--- config.mk ---
export PLATFORM = sky130hd
export DESIGN_NAME = ir_packet_scheduler_flat
export DESIGN_NICKNAME = d
export VERILOG_FILES = /design/src/rtl/ir_packet_scheduler_pkg.sv /design/src/rtl/ir_packet_scheduler_if.sv /design/src/rtl/ir_packet_scheduler_period.sv /design/src/rtl/ir_packet_scheduler.sv /design/src/flat_wrapper.sv
export SDC_FILE = /design/constraint.sdc
export NUM_CORES = 1
export LEC_CHECK = 0
export ABC_CLOCK_PERIOD_IN_PS = 4200
export CAP_MARGIN = 20
export CORE_MARGIN = 10
export CORE_UTILIZATION = 55
export DETAILED_ROUTE_END_ITERATION = 12
export DONT_BUFFER_PORTS = 1
export PLACE_DENSITY = 0.81
export SETUP_SLACK_MARGIN = 0.5
export SLEW_MARGIN = 30
export SYNTH_ARGS = -nofsm -noshare
export SYNTH_HDL_FRONTEND = slang
export SYNTH_SLANG_ARGS = --single-unit
export TNS_END_PERCENT = 10
--- constraint.sdc ---
create_clock -name CLK -period 4.2 [get_ports CLK]
set_input_delay 0.42 -clock CLK [delete_from_list [all_inputs] [get_ports CLK]]
set_output_delay 0.42 -clock CLK [all_outputs]
set_load 0.02 [all_outputs]
--- src/rtl/ir_packet_scheduler_pkg.sv ---
// ir_packet_scheduler_pkg: shared states, command bit map, default timing and command sanitising.
package ir_packet_scheduler_pkg;
    typedef enum logic [1:0] {IDLE, WAIT, SEND, HOLD} state_t;
    typedef logic [3:0] cmd_t;
    localparam int RIGHT = 0;
    localparam int LEFT = 1;
    localparam int BACKWARD = 2;
    localparam int FORWARD = 3;
    localparam int DEF_PERIOD_CYCLES = 10_000_000;
    localparam int DEF_HOLD_CYCLES = 2_000_000;
    localparam int DEF_TIMEOUT_PACKETS = 20;
    localparam int DEF_COUNTER_WIDTH = 24;
    // Opposing directions cancel each other rather than letting one win.
    function automatic cmd_t sanitise(input cmd_t c);
        sanitise = c;
        if (c[RIGHT] && c[LEFT]) begin
            sanitise[RIGHT] = 1'b0;
            sanitise[LEFT] = 1'b0;
        end
        if (c[BACKWARD] && c[FORWARD]) begin
            sanitise[BACKWARD] = 1'b0;
            sanitise[FORWARD] = 1'b0;
        end
    endfunction
endpackage

--- src/rtl/ir_packet_scheduler_if.sv ---
// ir_packet_scheduler_if: processor bus command write and IR transmitter packet outputs.
interface ir_packet_scheduler_if;
    import ir_packet_scheduler_pkg::*;
    logic BUS_CMD_WE;
    cmd_t BUS_CMD;
    logic SEND_PACKET;
    cmd_t COMMAND;
    modport master(output BUS_CMD_WE, BUS_CMD, input SEND_PACKET, COMMAND);
    modport slave(input BUS_CMD_WE, BUS_CMD, output SEND_PACKET, COMMAND);
endinterface

--- src/rtl/ir_packet_scheduler_period.sv ---
// ir_period_timer: free-running period counter, wraps at PERIOD_CYCLES-1 and flags the wrap cycle.
module ir_period_timer #(
    parameter int COUNTER_WIDTH = 24,
    parameter int PERIOD_CYCLES = 10_000_000
) (
    input  logic CLK,
    input  logic RESET,
    input  logic clear,
    output logic wrap
);
    localparam logic [COUNTER_WIDTH-1:0] LAST = COUNTER_WIDTH'(PERIOD_CYCLES - 1);
    logic [COUNTER_WIDTH-1:0] count;
    assign wrap = count == LAST;
    always_ff @(posedge CLK or negedge RESET)
        if (!RESET) count <= '0;
        else count <= (clear || wrap) ? '0 : count + 1'b1;
endmodule

--- src/rtl/ir_packet_scheduler.sv ---
// ir_packet_scheduler: periodic IR packet issue with command arbitration, sanitising and a
// safety stop that clears the bus command after too many packets without a bus write.
module ir_packet_scheduler
    import ir_packet_scheduler_pkg::*;
#(
    parameter int PERIOD_CYCLES = DEF_PERIOD_CYCLES,
    parameter int HOLD_CYCLES = DEF_HOLD_CYCLES,
    parameter int TIMEOUT_PACKETS = DEF_TIMEOUT_PACKETS,
    parameter int COUNTER_WIDTH = DEF_COUNTER_WIDTH
) (
    input  logic CLK,
    input  logic RESET,
    input  logic ENABLE,
    input  logic SW_OVERRIDE,
    input  cmd_t SW_CMD,
    ir_packet_scheduler_if.slave bus,
    output logic BUSY,
    output logic TIMED_OUT,
    output logic [7:0] PACKET_COUNT
);
    localparam logic [COUNTER_WIDTH-1:0] HOLD_LAST = COUNTER_WIDTH'(HOLD_CYCLES - 1);
    state_t state, state_nx;
    logic wrap, send_entry, expire;
    logic [COUNTER_WIDTH-1:0] hold_count;
    logic [4:0] timeout_count, timeout_nx;
    cmd_t pending;
    ir_period_timer #(.COUNTER_WIDTH(COUNTER_WIDTH), .PERIOD_CYCLES(PERIOD_CYCLES)) u_period (
        .CLK(CLK),
        .RESET(RESET),
        .clear(state == IDLE),
        .wrap(wrap)
    );
    always_comb begin
        state_nx = state == IDLE ? (ENABLE ? WAIT : IDLE)
                 : state == WAIT ? (!ENABLE ? IDLE : wrap ? SEND : WAIT)
                 : state == SEND ? HOLD
                 : hold_count == HOLD_LAST ? (ENABLE ? WAIT : IDLE) : HOLD;
        send_entry = state_nx == SEND;
        // A bus write wins over a same-cycle packet increment.
        timeout_nx = bus.BUS_CMD_WE ? 5'd0
                   : (send_entry && timeout_count != 5'h1f) ? timeout_count + 5'd1 : timeout_count;
        expire = int'(timeout_nx) >= TIMEOUT_PACKETS;
    end
    always_ff @(posedge CLK or negedge RESET)
        if (!RESET) begin
            state <= IDLE;
            hold_count <= '0;
            timeout_count <= '0;
            pending <= '0;
            bus.SEND_PACKET <= 1'b0;
            bus.COMMAND <= '0;
            BUSY <= 1'b0;
            TIMED_OUT <= 1'b0;
            PACKET_COUNT <= '0;
        end else begin
            state <= state_nx;
            hold_count <= state == HOLD ? hold_count + 1'b1 : '0;
            timeout_count <= timeout_nx;
            pending <= bus.BUS_CMD_WE ? bus.BUS_CMD : expire ? '0 : pending;
            bus.SEND_PACKET <= send_entry;
            bus.COMMAND <= send_entry ? sanitise(SW_OVERRIDE ? SW_CMD : pending) : bus.COMMAND;
            BUSY <= state_nx == SEND || state_nx == HOLD;
            TIMED_OUT <= expire;
            PACKET_COUNT <= send_entry ? PACKET_COUNT + 8'd1 : PACKET_COUNT;
        end
endmodule
--- src/flat_wrapper.sv ---
// flat-port wrapper written by rule: the top's interface ports become plain ports
module ir_packet_scheduler_flat import ir_packet_scheduler_pkg::*;
#(
    parameter int PERIOD_CYCLES = DEF_PERIOD_CYCLES,
    parameter int HOLD_CYCLES = DEF_HOLD_CYCLES,
    parameter int TIMEOUT_PACKETS = DEF_TIMEOUT_PACKETS,
    parameter int COUNTER_WIDTH = DEF_COUNTER_WIDTH
)
  (CLK, RESET, ENABLE, SW_OVERRIDE, SW_CMD, BUSY, TIMED_OUT, PACKET_COUNT, bus_BUS_CMD_WE, bus_BUS_CMD, bus_SEND_PACKET, bus_COMMAND);
  ir_packet_scheduler_if bus_i ();
  input  logic CLK;
  input  logic RESET;
  input  logic ENABLE;
  input  logic SW_OVERRIDE;
  input  cmd_t SW_CMD;
  output logic BUSY;
  output logic TIMED_OUT;
  output logic [7:0] PACKET_COUNT;
  input wire logic [$bits(bus_i.BUS_CMD_WE)-1:0] bus_BUS_CMD_WE;
  input wire logic [$bits(bus_i.BUS_CMD)-1:0] bus_BUS_CMD;
  output wire logic [$bits(bus_i.SEND_PACKET)-1:0] bus_SEND_PACKET;
  output wire logic [$bits(bus_i.COMMAND)-1:0] bus_COMMAND;
  assign bus_i.BUS_CMD_WE = bus_BUS_CMD_WE;
  assign bus_i.BUS_CMD = bus_BUS_CMD;
  assign bus_SEND_PACKET = bus_i.SEND_PACKET;
  assign bus_COMMAND = bus_i.COMMAND;
  ir_packet_scheduler #(.PERIOD_CYCLES(PERIOD_CYCLES), .HOLD_CYCLES(HOLD_CYCLES), .TIMEOUT_PACKETS(TIMEOUT_PACKETS), .COUNTER_WIDTH(COUNTER_WIDTH)) u_core (.CLK(CLK), .RESET(RESET), .ENABLE(ENABLE), .SW_OVERRIDE(SW_OVERRIDE), .SW_CMD(SW_CMD), .bus(bus_i), .BUSY(BUSY), .TIMED_OUT(TIMED_OUT), .PACKET_COUNT(PACKET_COUNT));
endmodule
==> results of run 1 <==
==> state kept, by name (all words and copies together), names as in the netlist <==
signal,flops
u_core.bus.SEND_PACKET,1
u_core.BUSY,1
u_core.hold_count,24
u_core.PACKET_COUNT,8
u_core.u_period.count,24
u_core.bus.COMMAND,4
u_core.timeout_count,5
u_core.TIMED_OUT,1
u_core.pending,4
u_core.state,2
==> routing by layer <==
| metal | part of all wire | GRT usage |
|---|---|---|
| met2 | 0.51 | 0.2500 |
| met3 | 0.042 | 0.05514 |
| met4 | 0.019 | 0.05061 |
| met5 | 0 | 0 |
| met1 | 0.43 | 0.1725 |
==> cells by family after synthesis <==
logic type | after synthesis
XOR/XNOR | 48
AND/OR/NAND/NOR | 180
adder cells (fa/ha/maj) | 5
buffers and inverters | 19
AO/OA/AOI/OAI | 24
flip-flops | 74
multiplexers | 15
==> worst register-to-register path: stages, from the launching register on <==
cell	delay, ns
dfrtp_1	0.44
ha_1	0.23
and3_1	0.19
ha_1	0.19
nor4bb_1	0.38
nand4_1	0.13
nor4_1	0.39
mux2i_1	0.43
and2_1	0.20
==> path summary, 6_finish.rpt <==
path                                                    startpoint                             endpoint
worst max-delay path             u_core.timeout_count[0]$_DFF_PN0_           u_core.TIMED_OUT$_DFF_PN0_
worst min-delay path                                bus_BUS_CMD_WE    u_core.timeout_count[2]$_DFF_PN0_
worst max register to register   u_core.timeout_count[0]$_DFF_PN0_           u_core.TIMED_OUT$_DFF_PN0_
worst min register to register  u_core.u_period.count[0]$_DFF_PN0_   u_core.u_period.count[0]$_DFF_PN0_
max in group asynchronous                                    RESET  u_core.u_period.count[16]$_DFF_PN0_
min in group asynchronous                                    RESET      u_core.hold_count[12]$_DFF_PN0_
==> power by group through the flow <==
stage / registers (mW) / clock network [mW] / logic, mW
2_1_floorplan: 0.731 / 0 / 0.0124
3_3_place_gp: 0.732 / 0 / 0.0125
3_5_place_dp: 0.732 / 0 / 0.0126
4_1_cts: 0.717 / 0.590 / 0.0311
5_1_grt: 0.718 / 0.619 / 0.0342
6_report: 0.717 / 0.576 / 0.0301
==> placed cells by master (no fill, tap or decap), types with 7 or more instances in the layout <==
cell,n
xnor2_1,33
a21oi_1,10
nor3_1,14
and4_1,9
dfrtp_1,74
inv_1,10
nand4_1,10
nor4_1,7
nor2_1,56
nand2_1,20
o21ai_0,10
mux2i_1,11
nand3_1,27
xor2_1,15
and3_1,7
clkbuf_8,9
==> per-stage QoR <==
step | util | setup WS [ns] | power, mW
global route | 0.6191 | 1.211 | 1.372
detailed placement | 0.5806 | 1.674 | 0.7443
global placement | 0.5806 | 1.772 | 0.7441
CTS | 0.6191 | 1.590 | 1.339
finish | 0.6191 | 1.557 | 1.323
floorplan | - | 1.918 | 0.7437
==> area by class of cell <==
cell class,instances,area [um2],share of cell area
flip-flops and latches,74,1852,0.4657
multi-input cells,272,1743,0.4383
clock buffers,9,123.9,0.03115
well taps,77,96.34,0.02423
clock inverters,7,86.33,0.02171
repair buffers,2,37.54,0.009440
inverters,10,37.54,0.009440
==> timing repair <==
| item | 4_1_cts | 5_1_grt |
|---|---|---|
| endpoints found under the hold margin | 74 | 0 |
| setup buffers | 0 | 0 |
| setup endpoints to repair | 0 | 0 |
| hold buffers | 2 | 0 |
==> results.py, run 1 <==
metrics = {
    "outcome": {
        "status": "complete, no violations",
    },
    "setup_path": {
        "critPathArrivalTime_ns": 2.94,
        "crit_slowest_cell": "dfrtp_1",
        "crit_family": "simple AND/OR/NAND/NOR gates",
        "worst-path-stages": 8,
        "path_cells": "ha_1 -> and3_1 -> ha_1 -> nor4bb_1 -> nand4_1 -> nor4_1 -> mux2i_1 -> and2_1",
        "crit_path_start_kind": "register",
        "worst_path_most_repeated_cell": "ha_1",
        "cp_max_fo": 5,
        "rr_worst_depth": 8,
        "end_kind": "register",
        "required_ns": 4.50,
        "critPathBufInv": 0,
        "critPathMaxStageDelay_ns": 0.44,
        "ff2ff_setup_slack_ns": 1.56,
        "crit_type": "reg -> reg",
    },
    "global_route": {
        "grt_pass1_vias": 2627,
        "grt_pass1_wl_um": 12390,
        "antenna_found_initial": 0,
        "grt.overflow.total": 0,
        "track_usage": 0.1492,
        "grt_max_degree": 75,
    },
    "hold_path": {
        "hold_depth": 1,
        "hold_path.class": "in -> reg",
    },
    "synthesis": {
        "synth.area.top_cells": "dfrtp_1, xnor2_1, nor2_1, nand3_1, xor2_1",
        "syn_avg_cell_area_um2": 10.05,
        "synth_edf_count": 0,
        "yosys.cell_types.count": 39,
        "netlist_instances": 365,
        "synth_nets": 383,
        "synth_top_family_by_area": "simple AND/OR/NAND/NOR gates",
        "synth-xor-area-share": 0.1146,
        "synth.most_common_cell": "dfrtp_1",
        "synth_area_um2": 3669,
        "yosys-mux-area-fraction": 0.04297,
        "synth_top_area_cell": "dfrtp_1",
        "synth_common_cells": "dfrtp_1, nor2_1, xnor2_1",
        "synthAdderAreaFrac": 0.01705,
        "ys_seq_area_frac": 0.5048,
        "yosys.area_share.simple": 0.2653,
        "netlist.area_leader.share": 0.5048,
        "ys_ff_latch": 74,
        "synth_compound_gate_area_share": 0.03411,
        "yosys_warnings": 0,
        "synth_ff_type": "dfrtp_1",
        "async_flop_share": 1.000,
    },
    "floorplanning": {
        "fp-row-count": 29,
        "dieWidth_um": 101.7,
        "coreArea_um2": 6422,
        "fp.dieArea_um2": 10340,
        "die_h_um": 101.7,
        "start_util": 0.5712,
        "pin_count": 28,
    },
    "placement": {
        "hpwl_um": 4702,
        "routabilityCongestion": 0.8372,
        "port-buffer-count": 0,
        "place_area_um2": 3729,
        "dp_cells": 433,
    },
    "clocking": {
        "ctsHtreeMaxLevel": 3,
        "cts_tree": "yes",
        "clock-root-buffer": "clkbuf_8",
        "cts_resized": 0,
        "cts_buffer_depth": 2,
        "cts.clk_slew.worst_paths_ns": 0.08,
        "numCtsBuffers": 9,
        "clk_latency_ns": 0.36,
        "cts_sinks": 74,
    },
    "power": {
        "pwr_density_cell_nw_per_um2": 332.8,
        "power.net_switching_mw": 0.3123,
        "ir_worst_vdd_uv": 318.5,
        "p_clk_frac": 0.435,
        "power.share.sequential": 0.542,
        "combPwrFrac": 0.023,
        "cellLeakagePower_nw": 1.700,
        "p_sw_frac": 0.2360,
        "internal_power_mw": 1.011,
    },
    "sta": {
        "rsz0062_at_grt": "no",
        "worst_pin_slew_ns": 0.8846,
        "hold_viol_final": 0,
        "period_share": 0.6292,
        "timing.hold.ws_ns": 0.1124,
        "skew_ns": 0.008350,
        "maxSlewViolCount": 0,
        "clock.fmax_ghz": 0.3784,
        "slew-limit-headroom": 0.4102,
        "tns_ns": 0,
        "period_needed_ns": 2.643,
        "setup_viol": 0,
    },
    "final_layout": {
        "final_area_um2": 3976,
        "stdcell_count": 451,
        "drive_above_1_share": 0.06952,
        "areaGrowthSynthToFinish_pct": 8.390,
        "antenna_cells": 0,
        "fin_nets": 387,
        "fillers": 507,
    },
    "route": {
        "route.detailed.drc": 0,
        "detail_route.wl_per_cell_um": 15.82,
        "drt_wl_total_um": 7135,
        "vias": 2579,
        "ant_nets": 0,
        "dr.first_iter.drc_count": 127,
        "routed_via_density": 5.718,
        "dr.pass1.iters": 4,
    },
    "run": {
        "maxCapViolCount": 0,
    },
}
Power figures use the tool's default switching activity.
==> inputs of run 2 (changes only) <==
--- a/config.mk
+++ b/config.mk
@@ -5,7 +5,7 @@
 export SDC_FILE = /design/constraint.sdc
 export NUM_CORES = 1
 export LEC_CHECK = 0
-export ABC_CLOCK_PERIOD_IN_PS = 4200
+export ABC_CLOCK_PERIOD_IN_PS = 2700
 export CAP_MARGIN = 20
 export CORE_MARGIN = 10
 export CORE_UTILIZATION = 55
==> constraint.sdc (replaced) <==
create_clock -name CLK -period 2.7 [get_ports CLK]
set_input_delay 0.27 -clock CLK [delete_from_list [all_inputs] [get_ports CLK]]
set_output_delay 0.27 -clock CLK [all_outputs]
set_load 0.02 [all_outputs]
==> run 2 against run 1 <==
  * Cell count increased by 1.6%
  * Register-to-register slack lost 1.2 ns
  * Sequential cell count unchanged
  * Critical path depth is the same
  * Clock skew barely moved
  * Critical endpoint is now u_core.pending[0]$_DFFE_PN0P_
==> results.py, run 2 (same netlist as run 1, synthesis figures left out) <==
metrics = {
    "clocking": {
        "clk_latency_ns": 0.36,
        "cts_tree": "yes",
        "cts.clk_slew.worst_paths_ns": 0.07,
        "cts_sinks": 74,
        "cts_buffer_depth": 2,
        "ctsHtreeMaxLevel": 3,
        "clock-root-buffer": "clkbuf_8",
        "numCtsBuffers": 9,
    },
    "floorplanning": {
        "start_util": 0.5712,
        "fp.dieArea_um2": 10340,
        "die_h_um": 101.7,
        "fp-row-count": 29,
        "coreArea_um2": 6422,
        "pin_count": 28,
        "dieWidth_um": 101.7,
    },
    "global_route": {
        "grt_pass1_vias": 2488,
        "grt_pass1_wl_um": 11590,
        "grt_max_degree": 75,
        "grt.overflow.total": 0,
        "antenna_found_initial": 0,
        "track_usage": 0.1421,
    },
    "sta": {
        "setup_viol": 0,
        "timing.hold.ws_ns": 0.05413,
        "worst_pin_slew_ns": 0.7189,
        "period_needed_ns": 2.313,
        "clock.fmax_ghz": 0.4323,
        "setup_slack_ns": 0.3870,
        "period_share": 0.8567,
        "maxSlewViolCount": 0,
        "slew-limit-headroom": 0.5196,
        "rsz0062_at_grt": "yes",
        "tns_ns": 0,
        "skew_ns": 0.008762,
        "hold_viol_final": 0,
    },
    "placement": {
        "hpwl_um": 4702,
        "port-buffer-count": 0,
        "pre_cts_ws_ns": 0.3096,
        "routabilityCongestion": 0.8189,
    },
    "setup_path": {
        "crit_type": "reg -> reg",
        "required_ns": 2.92,
        "rr_worst_depth": 8,
        "r2r-end": "u_core.pending[0]$_DFFE_PN0P_",
        "cp_max_fo": 5,
        "end_kind": "register",
        "reg2reg_from": "u_core.timeout_count[0]$_DFF_PN0_",
        "critPathArrivalTime_ns": 2.53,
        "crit_path_start_kind": "register",
        "ff2ff_setup_slack_ns": 0.39,
    },
    "power": {
        "p_total_mw": 1.937,
        "cellLeakagePower_nw": 1.741,
        "ir_worst_vdd_uv": 342.7,
        "pwr_density_cell_nw_per_um2": 478.4,
    },
    "route": {
        "drt_wl_total_um": 7071,
        "dr.pass1.iters": 4,
        "vias": 2607,
        "detail_route.wl_per_cell_um": 15.44,
        "dr.first_iter.drc_count": 119,
        "routed_via_density": 5.692,
        "route.detailed.drc": 0,
        "ant_nets": 0,
    },
    "final_layout": {
        "most-common-layout-cells": "dfrtp_1, nor2_1, xnor2_1",
        "antenna_cells": 0,
        "fin_nets": 394,
        "reg_top3": "u_core.hold_count x24, u_core.u_period.count x24, u_core.PACKET_COUNT x8",
        "areaGrowthSynthToFinish_pct": 10.37,
        "fillers": 486,
        "drive_above_1_share": 0.09711,
        "layout_commonest_cell": "dfrtp_1",
    },
    "hold_path": {
        "hold_depth": 2,
        "hold_end": "u_core.state[0]$_DFF_PN0_",
        "hold_path.class": "in -> reg",
        "hp-start": "ENABLE",
    },
    "run": {
        "maxCapViolCount": 0,
    },
    "outcome": {
        "status": "complete, no violations",
    },
}
==> run 2: changes by cell type in the layout (fill, tap and decap cells not counted), sizes merged <==
| cell | previous run | this run |
|---|---|---|
| dlygate4sd3 | 1 | 2 |
| bufinv | 1 | 0 |
| clkbuf | 9 | 10 |
| buf | 1 | 7 |
| inv | 12 | 11 |
| clkinv | 3 | 4 |
==> run 2: how the worst max path moves through the flow <==
stage / startpoint / endpoint / slack [ns] / depth (start not counted)
2_1_floorplan: u_core.timeout_count[1]$_DFF_PN0_ / u_core.timeout_count[3]$_DFF_PN0_ / 0.51 / 8
3_3_place_gp: u_core.timeout_count[0]$_DFF_PN0_ / u_core.pending[3]$_DFFE_PN0P_ / 0.45 / 8
3_5_place_dp: u_core.timeout_count[0]$_DFF_PN0_ / u_core.pending[1]$_DFFE_PN0P_ / 0.31 / 8
4_1_cts: u_core.timeout_count[0]$_DFF_PN0_ / u_core.pending[1]$_DFFE_PN0P_ / 0.38 / 8
5_1_grt: u_core.timeout_count[0]$_DFF_PN0_ / u_core.pending[0]$_DFFE_PN0P_ / 0.30 / 8
6_report: u_core.timeout_count[0]$_DFF_PN0_ / u_core.pending[0]$_DFFE_PN0P_ / 0.39 / 8
==> run 2: worst max-delay path, cell delays in order (launching register included) <==
cell,delay [ns]
dfrtp_1,0.39
ha_2,0.20
and3_4,0.20
ha_4,0.16
nor4bb_4,0.28
nand4_1,0.18
nor4_4,0.26
mux2i_2,0.36
a21oi_1,0.13
==> run 2: stage by stage <==
stage / std cells / area, um2 / util
final: 458 / 4049 / 0.6304
after global routing: 458 / 4049 / 0.6304
after CTS: 457 / 4041 / 0.6293
after detailed placement: 435 / 3762 / 0.5858
after global placement: 435 / 3762 / 0.5858
after floorplan: 365 / 3691 / -
==> run 2: report_power, final <==
| group | switching (mW) | total [mW] | internal (mW) | leakage [nW] |
|---|---|---|---|---|
| clock | 0.413 | 0.771 | 0.358 | 0.0924 |
| sequential | 0.00296 | 1.12 | 1.11 | 0.970 |
| combinational | 0.0318 | 0.0498 | 0.0179 | 0.679 |
==> run 2: repair_timing <==
action,CTS,global route
pin swaps,4,2
endpoints found under the hold margin,79,0
setup buffers,3,1
setup endpoints to repair,6,35
gates resized for setup,4,0
hold buffers,3,0
gates cloned,0,0
==> run 2: cell type report <==
class	count	area, um2	area share
tap	77	96.34	0.02379
multi-input combinational	272	1793	0.4428
sequential	74	1852	0.4574
clock buffer	10	137.6	0.03399
timing repair buffer	9	92.59	0.02287
clock inverter	6	40.04	0.009889
inverter	10	37.54	0.009271
==> run 2: routing by layer <==
layer / vias up / share of wire / global-route usage
met4: 0 / 0.010 / 0.04840
met2: 39 / 0.50 / 0.2401
met1: 1272 / 0.44 / 0.1594
met5: - / 0 / 0
li1: 1289 / - / -
met3: 7 / 0.048 / 0.05786
